`src/rtl/carsel_mp_sequencer.sv`:
```
// rtl/carsel_mp_sequencer.sv - multi-precision adder sequencer around one shared 16-bit carry-select adder
//
// carsel_adder: 16-bit carry-select adder
//   a, b   in   16  addends
//   cin    in    1  carry-in
//   s      out  16  sum
//   co     out   1  carry-out
//
// carsel_mp_sequencer: WORDSx16-bit adder, one slice per cycle, LS slice first
//   WORDS      param    number of 16-bit slices (1..8), W = 16*WORDS
//   clk        in   1   clock, rising edge
//   rst        in   1   synchronous active-high reset
//   in_valid   in   1   request carries a valid operand set
//   in_ready   out  1   request can be accepted (IDLE only)
//   a, b       in   W   operands, sampled at the accept edge
//   cin        in   1   carry-in to slice 0, sampled at the accept edge
//   out_valid  out  1   s/co hold a completed result (DONE)
//   out_ready  in   1   consumer takes the result
//   s          out  W   registered sum
//   co         out  1   registered carry-out of the top slice
//   busy       out  1   high in RUN and DONE

module carsel_adder (
    input  logic [15:0] a,
    input  logic [15:0] b,
    input  logic        cin,
    output logic [15:0] s,
    output logic        co
);

    // Four 4-bit blocks; each block precomputes both carry-in cases and the
    // incoming block carry only drives the select muxes.
    logic [4:0] c;

    assign c[0] = cin;

    for (genvar g = 0; g < 4; g++) begin : g_blk
        logic [4:0] r0;
        logic [4:0] r1;

        assign r0 = {1'b0, a[4*g +: 4]} + {1'b0, b[4*g +: 4]};
        assign r1 = {1'b0, a[4*g +: 4]} + {1'b0, b[4*g +: 4]} + 5'd1;

        assign s[4*g +: 4] = c[g] ? r1[3:0] : r0[3:0];
        assign c[g+1]      = c[g] ? r1[4]   : r0[4];
    end

    assign co = c[4];

endmodule

module carsel_mp_sequencer #(
    parameter int WORDS = 4
) (
    input  logic                clk,
    input  logic                rst,
    input  logic                in_valid,
    output logic                in_ready,
    input  logic [16*WORDS-1:0] a,
    input  logic [16*WORDS-1:0] b,
    input  logic                cin,
    output logic                out_valid,
    input  logic                out_ready,
    output logic [16*WORDS-1:0] s,
    output logic                co,
    output logic                busy
);

    localparam int W    = 16 * WORDS;
    localparam int IDXW = (WORDS > 1) ? $clog2(WORDS) : 1;
    localparam logic [IDXW-1:0] LAST_IDX = IDXW'(WORDS - 1);

    typedef enum logic [1:0] {
        IDLE = 2'd0,
        RUN  = 2'd1,
        DONE = 2'd2
    } state_t;

    state_t          state;
    state_t          state_nxt;

    logic [W-1:0]    a_reg;
    logic [W-1:0]    b_reg;
    logic            carry_reg;
    logic [IDXW-1:0] idx;

    logic [15:0]     add_a;
    logic [15:0]     add_b;
    logic [15:0]     add_s;
    logic            add_co;
    logic            last_slice;

    // Single shared adder: only one 16-bit add sits between registers, the
    // inter-slice carry goes through carry_reg.
    assign add_a      = a_reg[16*idx +: 16];
    assign add_b      = b_reg[16*idx +: 16];
    assign last_slice = (idx == LAST_IDX);

    carsel_adder u_adder (
        .a   (add_a),
        .b   (add_b),
        .cin (carry_reg),
        .s   (add_s),
        .co  (add_co)
    );

    // State register
    always_ff @(posedge clk) begin
        if (rst) begin
            state <= IDLE;
        end else begin
            state <= state_nxt;
        end
    end

    // Next-state logic
    always_comb begin
        state_nxt = state;
        case (state)
            IDLE:    if (in_valid)   state_nxt = RUN;
            RUN:     if (last_slice) state_nxt = DONE;
            DONE:    if (out_ready)  state_nxt = IDLE;
            default:                 state_nxt = IDLE;
        endcase
    end

    // Handshake outputs decode registered state only, so there is no
    // combinational path from in_valid/out_ready.
    always_comb begin
        in_ready  = 1'b0;
        out_valid = 1'b0;
        busy      = 1'b0;
        case (state)
            IDLE:    in_ready  = 1'b1;
            RUN:     busy      = 1'b1;
            DONE: begin
                out_valid = 1'b1;
                busy      = 1'b1;
            end
            default: ;
        endcase
    end

    // Datapath: operand capture, slice write-back and carry chaining.
    // s and co hold their value outside RUN, which keeps them stable in DONE
    // and leaves the last result visible after the handshake.
    always_ff @(posedge clk) begin
        if (rst) begin
            a_reg     <= '0;
            b_reg     <= '0;
            carry_reg <= 1'b0;
            idx       <= '0;
            s         <= '0;
            co        <= 1'b0;
        end else begin
            case (state)
                IDLE: begin
                    if (in_valid) begin
                        a_reg     <= a;
                        b_reg     <= b;
                        carry_reg <= cin;
                        idx       <= '0;
                    end
                end
                RUN: begin
                    s[16*idx +: 16] <= add_s;
                    carry_reg       <= add_co;
                    if (last_slice) begin
                        co <= add_co;
                    end else begin
                        idx <= idx + 1'b1;
                    end
                end
                default: ;
            endcase
        end
    end

endmodule

```
`config.mk`:
```
export PLATFORM = sky130hd
export DESIGN_NAME = carsel_mp_sequencer
export DESIGN_NICKNAME = d
export VERILOG_FILES = /design/src/rtl/carsel_mp_sequencer.sv
export SDC_FILE = /design/constraint.sdc
export NUM_CORES = 1
export LEC_CHECK = 0
export BUFFER_PORTS_ARGS = -buffer_cell sky130_fd_sc_hd__buf_4
export CAP_MARGIN = 20
export CORE_MARGIN = 2
export CORE_UTILIZATION = 54
export CTS_CLUSTER_SIZE = 25
export DETAILED_ROUTE_END_ITERATION = 8
export PLACE_DENSITY = 0.84
export SLEW_MARGIN = 20
export SYNTH_ARGS = -nofsm -noshare
export SYNTH_HDL_FRONTEND = slang
export SYNTH_SLANG_ARGS = --single-unit
```
`constraint.sdc`:
```
create_clock -name clk -period 5.2 [get_ports clk]
set_input_delay 0.26 -clock clk [delete_from_list [all_inputs] [get_ports clk]]
set_output_delay 0.26 -clock clk [all_outputs]
set_load 0.1 [all_outputs]
```
==> run metrics, run 1 <==
syn_nets 1,164; post-CTS setup buffer count 0; Vias/cell 5.59; CTS tree yes; VDD IR-drop max 277 uV; Core Util, Final 68.7%; grt ovf 0; final period utilization 80.4%; Synth Register Bits 198; Crit. End Element flop; critical path fanouts, max 22; GR Util met2 a little over two fifths; Yosys cell types 51; n_diodes 0; die height 131 um; hold_buf cts 0; Clock Skew 0.00610 ns; initial antenna violation count 0; layout cells sized above 1 24.6%; Final TNS setup 0 ns; Worst Hold Slack between 0.06 and 0.07 ns; register area share after synthesis 45.4%; Power Dens Cells 340 nW/um^2; Post-synth top flop dfxtp_1; Slew Limit Fails 0; RSZ-0062 raised after global routing no; largest net degree at the start of global routing 104; GRT Total Usage 26.8%; gpl congestion 0.855; met1 Track Usage GR 35.1%; number of max-cap violations 0; Commonest cells post-synth nand2_1 (289), dfxtp_1 (198), a21oi_1 (145); Most Crowded Layer GR met2; Synth area leader dfxtp_1; Netlist Area Pre-Place about 8700 um^2; num rows 46; endpoints failing hold 0; Synth warnings 0; worst rel slew slack 31.4%; Crit path required time 5.51 ns; R2R Setup Slk about 1.0 ns; Routed Antenna Nets 0; Post-synth EDFFs 0; CTS buffer count 17; Inst Count DP 1,352; drt drc 0; CTS Sinks ~200; Avg Cell Area, Syn ~8.7 um^2; DP HPWL 16,500 um; first-pass GRT wire length 37,200 um; status completed; Worst Setup SP idx[0]$_SDFFE_PP0P_; FF-to-FF path depth 11; DR iter-0 viols roughly 640; cell count after synthesis between 900 and 1,000; Synth area leaders dfxtp_1 (45%), nand2_1 (12%), a21oi_1 (8.3%), mux4_2 (8.3%), ha_1 (4.2%); post_cts resized 0; CP arrival 4.49 ns; final setup violation count 0; Ports 201; measured slew at the worst slew-check pin 1.03 ns; core area 15,800 um^2; Static Leak 4.51 nW; CP endpoint s[62]$_SDFFE_PP0P_; HP Class input pin to flop; crit path time final 4.18 ns; Synth top area share between 40% and 50%; clock transition at the registers of the reported paths 0.07 ns; Critical R2R Capture s[62]$_SDFFE_PP0P_; Nets 1,321; total power 3.70 mW; # H-tree levels 4; met3 Use GR 6.17%; IO buf count 200; Area growth syn-to-layout 24.7%; First-pass DRT Iterations 6; vias in the first global route around 7,400; Max Fclk between 200 and 250 MHz; CP Class flop to flop; startpoint types flop; clock root buffer clkbuf_16; final wirelength 23,300 um; worst r2r src idx[0]$_SDFFE_PP0P_; chip width around 130 um; async set-reset flop share out of synthesis 0%; die area 17,200 um^2; vias 7,735; Max Buffers Root-to-Sink 2; non-filler cells, final 1,384; most frequent cell after synthesis nand2_1; Initial Utilization a little under three fifths; Skew-Pair Late Insertion Delay 0.44 ns; Routed WL per cell 16.8 um
cells by family after synthesis:
logic type / share of synthesized area [%]
XOR/XNOR: 2.78
multiplexers: 9.36
AND/OR/NAND/NOR: 18.3
buffers and inverters: 3.66
flip-flops: 45.4
adder cells (fa/ha/maj): 5.08
AO/OA/AOI/OAI: 15.4
worst max-delay path, stage by stage, from the launching register on:
cell	delay (ns)
dfxtp_2	0.82
buf_4	0.41
mux4_2	0.41
fa_1	0.52
or3b_1	0.39
mux2i_1	0.15
o21ai_1	0.11
nand4bb_1	0.29
o2111a_4	0.27
mux2i_1	0.15
xnor2_1	0.38
o21ai_1	0.13
placed cells by master (no fill, tap or decap), types with 3 or more instances in the layout:
| master | count |
|---|---|
| nand2_1 | 288 |
| buf_4 | 205 |
| dfxtp_1 | 196 |
| a21oi_1 | 145 |
| nor2_1 | 56 |
| a22oi_1 | 44 |
| mux4_2 | 32 |
| ha_1 | 29 |
| inv_1 | 17 |
| clkbuf_16 | 17 |
| xnor2_1 | 14 |
| o21ai_1 | 13 |
| nand2b_1 | 8 |
| a21o_1 | 7 |
| mux2i_1 | 6 |
| o31ai_1 | 6 |
| xor2_1 | 5 |
| nand4_1 | 5 |
| nor2b_1 | 4 |
| fa_1 | 4 |
| clkinv_2 | 4 |
| o21ai_0 | 3 |
| and3_1 | 3 |
| clkbuf_1 | 3 |
| clkinvlp_4 | 3 |
per-stage QoR:
step	setup slack (ns)	instance area, um^2
detailed placement	1.01	10300
global route	0.719	10900
global placement	1.19	10300
CTS	0.993	10900
floorplan	0.820	8730
finish	1.02	10900
worst min-delay path by stage:
stage / start / end / cells after the start
final: b[47] / b_reg[47]$_SDFFE_PP0P_ / 3
after global routing: b[58] / b_reg[58]$_SDFFE_PP0P_ / 3
after CTS: b[47] / b_reg[47]$_SDFFE_PP0P_ / 3
after detailed placement: s[30]$_SDFFE_PP0P_ / s[30]$_SDFFE_PP0P_ / 2
after global placement: b_reg[34]$_SDFFE_PP0P_ / b_reg[34]$_SDFFE_PP0P_ / 2
after floorplan: a[0] / a_reg[0]$_SDFFE_PP0P_ / 2
metal layers:
metal / vias to the layer above / wire [um] / share of wire, %
li1: 3726 / - / -
met1: 3631 / 9650 / 41
met2: 336 / 11100 / 48
met3: 42 / 1930 / 8.3
met4: 0 / 615 / 2.6
met5: - / 0 / 0
cell type report:
cell class / instances / area (um^2)
clock inverter: 12 / 129
sequential: 198 / 3970
inverter: 17 / 63.8
fill: 1233 / 4950
tap: 216 / 270
multi-input combinational: 715 / 4460
timing repair buffer: 206 / 1550
clock buffer: 20 / 437
where the power goes:
group,switching (mW),leakage [nW],internal [mW]
Sequential,0.0615,1.62,1.61
Clock,0.571,0.271,0.708
Combinational,0.479,2.62,0.271
Total,1.11,4.51,2.59
No activity file was read; power rests on OpenSTA's default activity.
==> run 2: changes to the inputs <==
Clock period 5.2 ns to 4.2 ns, I/O delays scaled along.
==> run 2 against run 1 <==
Utilization grew 0.26 points. Register-to-register slack got worse by 0.71 ns. Power up 24%. Sequential power up 24%. Critical path depth increased by 1. First-iteration DRC count rose by 11%. Sequential cell count unchanged.
==> run metrics, run 2 (synthesis results as in run 1) <==
VDD IR-drop max 310 uV (was 277 uV); clock transition at the registers of the reported paths 0.07 ns (about the same); Crit. End Element flop (unchanged); final period utilization 92.6% (was 80.4%); Int Power 3.24 mW (was 2.59 mW); Initial Utilization 55.1% (unchanged); CTS Sinks 198 (unchanged); FF-to-FF path depth 12 (was 11); DP HPWL 16,700 um (was 16,500 um); Net Sw Power 1.37 mW (was 1.11 mW); most frequent cells in the layout nand2_1 (288), buf_4 (209), dfxtp_1 (196) (was nand2_1 (288), buf_4 (205), dfxtp_1 (196)); core area 15,800 um^2 (unchanged); Area growth syn-to-layout 25.2% (was 24.7%); hold_buf cts 0 (unchanged); clock network power share 35.0% (was 34.6%); worst rel slew slack 27.7% (was 31.4%); CP endpoint s[45]$_SDFFE_PP0P_ (was s[62]$_SDFFE_PP0P_); Vias/cell 5.61 (was 5.59); critical path, cell by cell buf_4 -> mux4_2 -> ha_1 -> fa_1 -> or3b_1 -> mux2i_1 -> o21ai_1 -> nand4bb_1 -> o2111a_4 -> xnor2_4 -> mux2i_2 -> o21ai_1 (was buf_4 -> mux4_2 -> fa_1 -> or3b_1 -> mux2i_1 -> o21ai_1 -> nand4bb_1 -> o2111a_4 -> mux2i_1 -> xnor2_1 -> o21ai_1); max incr delay on CP 0.61 ns (was 0.82 ns); Routed Antenna Nets 0 (unchanged); IO buf count 200 (unchanged); RSZ-0062 raised after global routing no (unchanged); Slew Limit Fails 0 (unchanged); Critical R2R Capture s[45]$_SDFFE_PP0P_ (was s[62]$_SDFFE_PP0P_); post-CTS setup buffer count 0 (unchanged); endpoints failing hold 0 (unchanged); final wirelength 23,400 um (was 23,300 um); vias in the first global route 7,512 (was 7,366); post-route cell area 10,900 um^2 (about the same); HP Class input pin to flop (unchanged); Core Util, Final 69.0% (was 68.7%); chip width 131 um (unchanged); measured slew at the worst slew-check pin 1.09 ns (was 1.03 ns); combinational share of power 20.2% (was 20.3%); crit path time final 3.89 ns (was 4.18 ns); final setup violation count 0 (unchanged); Nets 1,325 (was 1,321); worst path bufs/invs 1 (unchanged); vias 7,785 (was 7,735); Max Fclk 257 MHz (was 239 MHz); CP arrival 4.20 ns (was 4.49 ns); Top delay family on crit path multiplexers (was flip-flops); largest net degree at the start of global routing 153 (was 104); worst r2r src idx[0]$_SDFFE_PP0P_ (unchanged); die height 131 um (unchanged); Fillers 1,184 (was 1,233); CP Class flop to flop (unchanged); # H-tree levels 4 (unchanged); Reg power frac 44.9% (was 45.2%); clock root buffer clkbuf_16 (unchanged); Power Dens Cells 422 nW/um^2 (was 340 nW/um^2); initial antenna violation count 0 (unchanged); number of max-cap violations 0 (unchanged); gpl congestion 0.832 (was 0.855); first-pass GRT wire length 37,800 um (was 37,200 um); CTS tree yes (unchanged); post_cts resized 0 (unchanged); commonest non-fill, non-tap cell in the layout nand2_1 (unchanged); GRT Total Usage 27.3% (was 26.8%); Max Buffers Root-to-Sink 2 (unchanged); Clock Skew 0.0118 ns (was 0.00610 ns); Ports 201 (unchanged); num rows 46 (unchanged); multi-input logic area 4460 um^2 (about the same); Final TNS setup 0 ns (unchanged); Most common cell on crit path o21ai_1; Crit path required time 4.52 ns (was 5.51 ns); Reg area 3970 um^2 (unchanged); drt drc 0 (unchanged); status completed (unchanged); n_diodes 0 (unchanged); layout cells sized above 1 24.9% (was 24.6%); critical path fanouts, max 14 (was 22); die area 17,200 um^2 (unchanged); First-pass DRT Iterations 5 (was 6); startpoint types flop (unchanged); Routed WL per cell 16.9 um (was 16.8 um); CP max stage cell dfxtp_2 (unchanged); DR iter-0 viols 704 (was 636); switch share 29.8% (was 30.0%); grt ovf 0 (unchanged); Worst Setup SP idx[0]$_SDFFE_PP0P_ (unchanged); CTS buffer count 17 (unchanged); Cell Area, Placed 10,300 um^2 (about the same); CP Depth 12 (was 11); Static Leak 4.54 nW (was 4.51 nW); R2R Setup Slk 0.31 ns (was 1.02 ns); Skew-Pair Late Insertion Delay 0.44 ns (about the same)
-- run 2: power groups by stage --
stage / clock network (mW) / logic, mW / registers [mW]
6_report: 1.61 / 0.929 / 2.07
3_3_place_gp: 0 / 0.897 / 2.10
2_1_floorplan: 0 / 0.561 / 2.17
5_1_grt: 1.70 / 1.01 / 2.08
4_1_cts: 1.62 / 0.926 / 2.07
3_5_place_dp: 0 / 0.916 / 2.11
-- run 2: worst min-delay path by stage --
| stage | from | endpoint | slack [ns] | cells past startpoint |
|---|---|---|---|---|
| floorplan | a[0] | a_reg[0]$_SDFFE_PP0P_ | 0.35 | 2 |
| global placement | b_reg[9]$_SDFFE_PP0P_ | b_reg[9]$_SDFFE_PP0P_ | 0.44 | 2 |
| detailed placement | a_reg[28]$_SDFFE_PP0P_ | a_reg[28]$_SDFFE_PP0P_ | 0.44 | 2 |
| CTS | a[63] | a_reg[63]$_SDFFE_PP0P_ | 0.01 | 3 |
| global route | b[35] | b_reg[35]$_SDFFE_PP0P_ | 0.01 | 3 |
| finish | b[45] | b_reg[45]$_SDFFE_PP0P_ | 0.02 | 3 |
-- run 2: final cells by class --
class,instances,share of cell area [%]
Clock inverter,12,1.18
Timing Repair Buffer,210,14.5
Clock buffer,19,4.15
Sequential cell,198,36.3
Multi-Input combinational cell,715,40.8
Inverter,17,0.584
Tap cell,216,2.47
-- run 2: metrics by stage --
| step | cells | hold WS [ns] | power [mW] | setup slack (ns) |
|---|---|---|---|---|
| after detailed placement | 1356 | 0.444 | 3.02 | 0.291 |
| after global placement | 1356 | 0.439 | 3.00 | 0.399 |
| final | 1387 | 0.0171 | 4.61 | 0.311 |
| after floorplan | 998 | 0.346 | 2.73 | 0.00769 |
| after CTS | 1387 | 0.0114 | 4.61 | 0.277 |
| after global routing | 1387 | 0.0112 | 4.79 | 0.00512 |
-- run 2: layer usage --
metal | GRT usage, % | up-vias | wire [um] | part of all wire [%]
met5 | 0 | - | 0 | 0
met4 | 10.4 | 0 | 686 | 2.9
met3 | 5.59 | 42 | 1550 | 6.6
met2 | 46.0 | 330 | 11400 | 49
met1 | 34.7 | 3682 | 9720 | 42
li1 | - | 3731 | - | -
-- run 2: worst min-delay path, stage by stage --
cell,delay (ns)
buf_4,0.11
nand2_1,0.04
a21oi_1,0.05
==> run 3: changes to the inputs <==
Settings changed: SYNTH_HIERARCHICAL set to 1.
==> run 3 against run 2 <==
Hold slack worse by 0.0081 ns. Utilization down 0.37 points. Worst setup slack worse by 0.097 ns. Clock skew about the same. Area after synthesis up 2.9%. Non-clock buffer count up 12. Final area up 3.1%. Largest power group unchanged. Highest routed layer unchanged.
==> run metrics, run 3 <==
DR iter-0 viols 797 (was 704); status completed (unchanged); endpoints failing hold 0 (unchanged); first-pass GRT wire length 39,300 um (was 37,800 um); total power 6.39 mW (was 4.61 mW); measured slew at the worst slew-check pin 0.872 ns (was 1.09 ns); vias in the first global route 7,733 (was 7,512); VDD IR-drop max 400 uV (was 310 uV); Post-synth EDFFs 0 (unchanged); DP HPWL 17,500 um (was 16,700 um); RSZ-0062 raised after global routing no (unchanged); Synth area leaders dfxtp_1 (44%), nand2_1 (14%), a21oi_1 (8.9%), mux4_2 (8.0%), ha_1 (4.0%) (was dfxtp_1 (45%), nand2_1 (12%), a21oi_1 (8.3%), mux4_2 (8.3%), ha_1 (4.2%)); register area share after synthesis 44.1% (was 45.4%); final setup violation count 0 (unchanged); # H-tree levels 4 (unchanged); Max Buffers Root-to-Sink 2 (unchanged); CP Class flop to flop (unchanged); Commonest cells post-synth nand2_1 (339), dfxtp_1 (198), a21oi_1 (159) (was nand2_1 (289), dfxtp_1 (198), a21oi_1 (145)); final wirelength 25,300 um (was 23,400 um); initial antenna violation count 0 (unchanged); R2R Setup Slk 0.21 ns (was 0.31 ns); die area 17,700 um^2 (was 17,200 um^2); most frequent cell after synthesis nand2_1 (unchanged); Skew-Pair Late Insertion Delay 0.44 ns (about the same); clock transition at the registers of the reported paths 0.08 ns (was 0.07 ns); Synth top area share 44.1% (was 45.4%); Power Dens Cells 568 nW/um^2 (was 422 nW/um^2); startpoint types flop (unchanged); HP Class input pin to flop (unchanged); drt drc 0 (unchanged); Routed Antenna Nets 0 (unchanged); CTS buffer count 17 (unchanged); die height 133 um (was 131 um); final period utilization 94.9% (was 92.6%); Area growth syn-to-layout 25.4% (was 25.2%); Yosys cell types 53 (was 51); Synth area leader dfxtp_1 (unchanged); CTS tree yes (unchanged); Netlist Area Pre-Place 8980 um^2 (was 8730 um^2); cell count after synthesis 1,002 (was 998); async set-reset flop share out of synthesis 0% (unchanged); CP arrival 4.32 ns (was 4.20 ns); Clock Skew 0.0116 ns (was 0.0118 ns); Static Leak 4.70 nW (was 4.54 nW); largest net degree at the start of global routing 85 (was 153); Nets 1,337 (was 1,325); GRT Total Usage 28.3% (was 27.3%); Vias/cell 5.73 (was 5.61); Post-synth top flop dfxtp_1 (unchanged); worst rel slew slack 41.8% (was 27.7%); Routed WL per cell 18.0 um (was 16.9 um); crit path time final 3.99 ns (was 3.89 ns); clock root buffer clkbuf_16 (unchanged); Synth Register Bits 198 (unchanged); n_diodes 0 (unchanged); chip width 133 um (was 131 um); critical path fanouts, max 6 (was 14); Ports 201 (unchanged); core area 16,400 um^2 (was 15,800 um^2); syn_nets 1,168 (was 1,164); Final TNS setup 0 ns (unchanged); Max Fclk 251 MHz (was 257 MHz); multi-input logic area 4670 um^2 (was 4460 um^2); Slew Limit Fails 0 (unchanged); CTS Sinks 198 (unchanged); commonest non-fill, non-tap cell in the layout nand2_1 (unchanged); Reg area 3970 um^2 (about the same); IO buf count 200 (unchanged); Avg Cell Area, Syn 8.96 um^2 (was 8.74 um^2); num rows 47 (was 46); Fillers 1,259 (was 1,184); First-pass DRT Iterations 5 (unchanged); vias 8,045 (was 7,785); most frequent cells in the layout nand2_1 (337), buf_4 (219), dfxtp_1 (196) (was nand2_1 (288), buf_4 (209), dfxtp_1 (196)); Crit. End Element flop (unchanged); number of max-cap violations 0 (unchanged); Synth warnings 6 (was 0); Initial Utilization 54.7% (was 55.1%); gpl congestion 0.848 (was 0.832); grt ovf 0 (unchanged); Crit path required time 4.53 ns (was 4.52 ns); layout cells sized above 1 29.5% (was 24.9%)
## run 3: kinds of logic after synthesis
family,after synthesis,synth area share [%]
AOI/OAI and AO/OA,231,15.8
xor gates and xnor gates,24,2.42
adders and majority gates,33,4.93
buffers and inverters,79,4.78
DFF,198,44.1
muxes,42,9.38
and+or+nand+nor,395,18.5
## run 3: critical path: stages, from the launching register on
cell and delay, ns:
dfxtp_4 0.40, buf_4 0.17, mux4_2 0.51, ha_2 0.21, fa_1 0.54, ha_2 0.20, nand2_2 0.10, nor2_1 0.21
o221ai_2 0.14, a21oi_4 0.22, mux2i_4 0.38, xnor2_2 0.20, mux2_4 0.35, a32o_2 0.24
## run 3: worst paths after layout
check | depth (start not counted) | from | end
min reg2reg | 2 | b_reg[34]$_SDFFE_PP0P_ | b_reg[34]$_SDFFE_PP0P_
min | 3 | b[34] | b_reg[34]$_SDFFE_PP0P_
max | 13 | idx[0]$_SDFFE_PP0P_ | s[45]$_SDFFE_PP0P_
max reg2reg | 13 | idx[0]$_SDFFE_PP0P_ | s[45]$_SDFFE_PP0P_
## run 3: repair_timing
item / in CTS / in global routing
setup buffers: 0 / 3
hold buffers: 2 / 0
endpoints found under the hold margin: 2 / 0
endpoints found under the setup margin: 5 / 32
pin swaps: 0 / 5
gates resized for setup: 1 / 15
## run 3: layer usage
metal | vias to the layer above | GRT usage [%] | part of all wire (%)
li1 | 3781 | - | -
met1 | 3775 | 36.1 | 40
met2 | 411 | 45.5 | 47
met3 | 78 | 6.02 | 8.4
met4 | 0 | 14.2 | 4.1
met5 | - | 0 | 0
## run 3: final cells by class
class | count | share of cell area (%)
Timing Repair Buffer | 222 | 14.9
Clock inverter | 13 | 1.83
Tap cell | 220 | 2.44
Multi-Input combinational cell | 725 | 41.4
Sequential cell | 198 | 35.2
Clock buffer | 19 | 3.93
Inverter | 7 | 0.233
## run 3: where the power goes
group	internal, mW	switching, mW	leakage, nW
combinational	0.779	1.51	2.77
clock	1.04	0.764	0.312
sequential	2.13	0.168	1.62
total	3.94	2.45	4.70
## run 3: per-stage QoR
stage	std cells	hold slack, ns	instance area [um^2]	setup WS [ns]	utilization, %
CTS	1401	0.000220	11200	0.0393	68.0
floorplan	1002	0.346	8980	0.157	-
detailed placement	1367	0.446	10500	0.0346	64.0
finish	1404	0.00903	11300	0.214	68.6
global route	1404	0.00829	11300	0.0319	68.6
global placement	1367	0.438	10500	0.126	64.0
